[src/rtl/fetch_sequencer.sv]
// -----------------------------------------------------------------------------
// fetch_sequencer
//   Front-end stage feeding the instruction decoder. Owns the PC and the
//   one-hot phase ring f -> r -> x -> m -> w. Fetches one 32-bit word per
//   instruction over a req/ack port, holds it in ir, and in w either advances
//   the PC by the opcode-derived length or redirects on a taken branch.
//   An HLT opcode (0xF4) stops the sequencer until reset.
//
// Ports
//   clk, rst_n        clock, asynchronous active-low reset
//   imem_req/addr     fetch request and byte address (= pc), held until ack
//   imem_ack/rdata    fetch data valid; addr byte in rdata[31:24]
//   br_taken/target   branch redirect, sampled only in w
//   mem_stall         holds phase m while high
//   ir                current instruction register
//   phase             one-hot phase: bit0=f, 1=r, 2=x, 3=m, 4=w
//   pc                address of the current instruction
//   halted            sticky halt flag
//   retired           one-cycle pulse in the cycle after each w
// -----------------------------------------------------------------------------
module fetch_sequencer #(
  parameter int              PC_W     = 16,
  parameter logic [PC_W-1:0] RESET_PC = '0
) (
  input  logic            clk,
  input  logic            rst_n,
  output logic            imem_req,
  output logic [PC_W-1:0] imem_addr,
  input  logic            imem_ack,
  input  logic [31:0]     imem_rdata,
  input  logic            br_taken,
  input  logic [PC_W-1:0] br_target,
  input  logic            mem_stall,
  output logic [31:0]     ir,
  output logic [4:0]      phase,
  output logic [PC_W-1:0] pc,
  output logic            halted,
  output logic            retired
);

  typedef enum logic [4:0] {
    PH_F = 5'b00001,
    PH_R = 5'b00010,
    PH_X = 5'b00100,
    PH_M = 5'b01000,
    PH_W = 5'b10000
  } phase_e;

  phase_e          r_phase, w_phase_nxt;
  logic [31:0]     r_ir;
  logic [PC_W-1:0] r_pc;
  logic            r_halted;
  logic            r_retired;

  logic            w_fetch_acc;
  logic            w_is_hlt;
  logic [2:0]      w_len;

  // rst_n gates the request directly so it drops the instant reset asserts,
  // even in the middle of an outstanding fetch.
  assign imem_req    = rst_n & r_phase[0] & ~r_halted;
  assign imem_addr   = r_pc;
  assign w_fetch_acc = imem_req & imem_ack;
  assign w_is_hlt    = (r_ir[31:24] == 8'hF4);

  // Instruction length from the leading opcode byte; unknown opcodes are 2.
  always_comb begin
    w_len = 3'd2;
    case (r_ir[31:24])
      8'h83, 8'hC1, 8'h66, 8'h90: w_len = 3'd3;
      8'hF4:                      w_len = 3'd1;
      default:                    w_len = 3'd2;
    endcase
  end

  // Next phase. While halted the request is low, so f never accepts a fetch
  // and the ring parks in f.
  always_comb begin
    w_phase_nxt = r_phase;
    case (r_phase)
      PH_F:    if (w_fetch_acc) w_phase_nxt = PH_R;
      PH_R:    w_phase_nxt = PH_X;
      PH_X:    w_phase_nxt = PH_M;
      PH_M:    if (!mem_stall) w_phase_nxt = PH_W;
      PH_W:    w_phase_nxt = PH_F;
      default: w_phase_nxt = PH_F;
    endcase
  end

  always_ff @(posedge clk or negedge rst_n) begin
    if (!rst_n) begin
      r_phase   <= PH_F;
      r_ir      <= '0;
      r_pc      <= RESET_PC;
      r_halted  <= 1'b0;
      r_retired <= 1'b0;
    end else begin
      r_phase   <= w_phase_nxt;
      r_retired <= (r_phase == PH_W);
      if (w_fetch_acc) r_ir <= imem_rdata;
      if (r_phase == PH_W) begin
        // HLT keeps pc on its own address and overrides any branch.
        if (w_is_hlt)      r_halted <= 1'b1;
        else if (br_taken) r_pc     <= br_target;
        else               r_pc     <= r_pc + {{(PC_W-3){1'b0}}, w_len};
      end
    end
  end

  assign ir      = r_ir;
  assign phase   = r_phase;
  assign pc      = r_pc;
  assign halted  = r_halted;
  assign retired = r_retired;

endmodule
[config.mk]
export PLATFORM = sky130hd
export DESIGN_NAME = fetch_sequencer
export DESIGN_NICKNAME = d
export VERILOG_FILES = /design/src/rtl/fetch_sequencer.sv
export SDC_FILE = /design/constraint.sdc
export NUM_CORES = 1
export LEC_CHECK = 0
export ABC_AREA = 0
export CAP_MARGIN = 20
export CORE_ASPECT_RATIO = 0.8
export CORE_MARGIN = 2
export CORE_UTILIZATION = 30
export CTS_BUF_LIST = sky130_fd_sc_hd__clkbuf_4 sky130_fd_sc_hd__clkbuf_8
export CTS_CLUSTER_DIAMETER = 80
export DETAILED_ROUTE_END_ITERATION = 8
export GPL_TIMING_DRIVEN = 0
export HOLD_SLACK_MARGIN = 0.03
export PLACE_DENSITY = 0.73
export SLEW_MARGIN = 10
export SYNTH_ARGS = -nofsm -noshare
export SYNTH_HDL_FRONTEND = slang
export SYNTH_SLANG_ARGS = --single-unit
[constraint.sdc]
create_clock -name clk -period 6.3 [get_ports clk]
set_input_delay 1.26 -clock clk [delete_from_list [all_inputs] [get_ports clk]]
set_output_delay 1.26 -clock clk [all_outputs]
set_load 0.01 [all_outputs]
==> results by group, run 1 <==
Clock tree
  • Clock-pin transition on the worst setup and hold timing paths: 0.10 ns
  • CTS Buf Count: 5
  • CTS resizes: 0
  • H-tree levels: 2
  • Post-CTS setup buffer count: 0
  • Clock Tree Buf Depth: 2
  • Clock sink total: between 50 and 60
  • Clock Latency Late Sink: a little over 0.3 ns
  • Clock root buffer: clkbuf_8
  • Post-CTS Hold Buffers: 0
  • CTS tree: built

Routing
  • Vias/cell: around 4.8
  • Vias: about 2400
  • DRT Pass-1 Iters: 4
  • ANT nets after route: 0
  • DR DRC count: 0
  • WL/cell: between 10 and 15 µm
  • Routed WL: ~7300 µm
  • DR iter-0 viols: 61

Logic synthesis
  • Syn_area_per_cell: ~11 µm²
  • Ys async rst share: 100.0%
  • Most frequent cell after synthesis: dfrtp_1
  • Post-synthesis cell count: approximately 250
  • Yosys warning total: 0
  • Share of the yosys chip area belonging to registers: 48.98%
  • #FFs+latches synth: between 50 and 60
  • Number of synthesized flops with an enable pin: 0
  • Share of the synthesized area in the top cell type: about half
  • Netlist cell types: between 50 and 60
  • Main area contributors after synthesis: dfrtp_1, mux2_2, buf_4
  • Area leader, netlist: dfrtp_1
  • Post-Syn Area: 0.002813 mm²
  • Synth cell count leaders: dfrtp_1, mux2_2, nor2_1
  • Syn_nets: between 300 and 400
  • Predominant post-synthesis flop cell: dfrtp_1

Layout
  • Layout fillers: slightly below 900
  • Area growth syn-to-layout: 52.09%
  • Nets@finish: ~430
  • Cell Count, Final, Fillers Out: between 400 and 500
  • Share of layout cells above drive strength 1: 23.08%
  • Antenna Cells: 0
  • Final core area utilization: between 40% and 50%

STA
  • Minimum clock period: between 3 and 4 ns
  • Fmax: around 260 MHz
  • RSZ-0062 raised after global routing: no
  • Tightest Pin Transition: around 0.74 ns
  • Clock skew after layout: 0.006702 ns
  • Slew Viols, Final: 0
  • Slew margin rel.: between 50% and 60%
  • Final TNS setup: 0 ns
  • Period utilization: about three fifths
  • Count of final setup violators: 0
  • Hold_ws: roughly 0.5 ns
  • Final Hold Fails: 0

Worst setup path
  • Setup Crit Path Kind: in -> out
  • CP arrival: approximately 2.6 ns
  • Reg2reg setup slack: between 3 and 4 ns
  • Kind of end point of the critical path: primary output
  • R2R Path End: imem_addr[12]$_DFFE_PN0P_
  • Reg2Reg Launch Point: ir[24]$_DFFE_PN0P_
  • Critical Path Start Type: input pin
  • Critical path data required time: slightly above 5 ns
  • FF-to-FF path depth: 11
  • CP max FO: 57

Power and ir drop
  • Max VDD drop: around 0.14 mV
  • Leakage power: 0.001761 µW
  • Total Power: between 900 and 1000 µW
  • Power density over the cells: 216.0 mW/mm²

Floorplan
  • Rows: 31
  • DIE AREA: ~0.010 mm²
  • Core Area: a little over 0.009 mm²
  • Die Height: a little over 90 µm
  • Initial core utilization: 30.99%
  • Top-Level Pins: about 130
  • Chip Width: approximately 110 µm

Placement
  • Port bufs: between 100 and 150
  • Placed cells: 484
  • Routability cong.: 0.7859
  • Post-DP HPWL: between 5000 and 6000 µm

Job
  • Maxcap violations: 0

Outcome
  • Status: finished clean

Global routing
  • GRT Total Usage: 13.91%
  • Grt ovf: 0
  • Initial antenna violation count: 0
  • Vias in the first global route: between 2000 and 2500
  • Largest net degree at the start of global routing: 58
  • First-pass GRT wire length: 11500 µm

Worst hold path
  • Hold Startpoint: ir[16]$_DFFE_PN0P_
  • HP Class: reg -> reg
  • Hold Path Cell Cnt: 1
  • Hold path endpoint: ir[16]$_DFFE_PN0P_
-- cell type report --
| class | instances | area, µm² | share of cell area [%] |
|---|---|---|---|
| Multi-Input combinational cell | 159 | 1206 | 28.20 |
| Timing Repair Buffer | 123 | 1229 | 28.72 |
| Clock buffer | 6 | 76.32 | 1.784 |
| Tap cell | 115 | 143.9 | 3.364 |
| Buffer | 28 | 214.0 | 5.001 |
| Clock inverter | 2 | 16.27 | 0.3802 |
| Sequential cell | 55 | 1378 | 32.20 |
| Inverter | 4 | 15.01 | 0.3510 |
-- metrics by stage --
stage                     instance area (µm²)  setup WS, ns
final                                    4278         2.449
after global placement                   4188        0.5548
after floorplan                          2813         3.579
after global routing                     4278         2.279
after detailed placement                 4185         2.390
after CTS                                4278         2.394
-- logic make-up after synthesis --
kind of cell | count (synthesis) | synth area share (%)
DFF | 55 | 48.98
muxes | 36 | 14.24
AOI/OAI and AO/OA | 56 | 14.15
adders and majority gates | 3 | 1.601
buffers and inverters | 32 | 8.140
and+or+nand+nor | 64 | 12.90
-- sequential cells by signal (all words and copies together) (netlist names) --
signal     cells
retired        1
imem_addr     16
ir            32
phase          5
halted         1
-- worst max-delay path, cell delays in order --
cell and delay [ns]:
buf_4 0.55, nand2_1 0.11, nor2_1 0.10, clkdlybuf4s50_1 0.54
-- worst max path at each step --
stage               start  endpoint  slack, ns
CTS                 rst_n  imem_req       2.39
floorplan           rst_n  imem_req       3.58
detailed placement  rst_n  imem_req       2.39
global route        rst_n  imem_req       2.28
global placement    rst_n  imem_req       0.55
finish              rst_n  imem_req       2.45
-- report_power, final --
part	switching, µW	internal, µW	total (µW)
combinational	97.9	175	273
clock	121	84.6	206
sequential	42.3	403	445
-- metal layers --
| metal | part of all wire (%) | up-vias | GRT usage [%] |
|---|---|---|---|
| met4 | 0.67 | 0 | 2.439 |
| met2 | 46 | 95 | 22.09 |
| li1 | - | 1129 | - |
| met3 | 9.0 | 6 | 5.436 |
| met5 | 0 | - | 0 |
| met1 | 44 | 1149 | 18.30 |
-- cell usage in the layout, fill, tap and decap left out, drive strengths merged, types with 3 or more instances in the layout --
master	count
nand2b	3
mux2i	4
a22oi	3
a21o	3
nand4	4
nand2	12
nor2	17
nor3	5
and3	3
inv	5
a21oi	19
a2bb2oi	3
dfrtp	54
clkdlybuf4s50	122
clkbuf	12
nand3	5
o21ai	16
buf	23
mux2	32
No activity file was read; power rests on OpenSTA's default activity.
==> inputs of run 2 (changes only) <==
==> constraint.sdc (replaced) <==
create_clock -name clk -period 4 [get_ports clk]
set_input_delay 0.8 -clock clk [delete_from_list [all_inputs] [get_ports clk]]
set_output_delay 0.8 -clock clk [all_outputs]
set_load 0.01 [all_outputs]
==> results of run 2 <==
The final DEF is identical to that of run 1. Status: finished clean.
Main changes from that run: setup slack after placement 2.390 ns -> 1.010 ns; setup slack after layout 2.449 ns -> 1.069 ns; register-to-register setup slack 3.42 ns -> 1.12 ns; total power 924.0 µW -> 1455 µW; worst IR drop on VDD 0.1405 mV -> 0.2212 mV
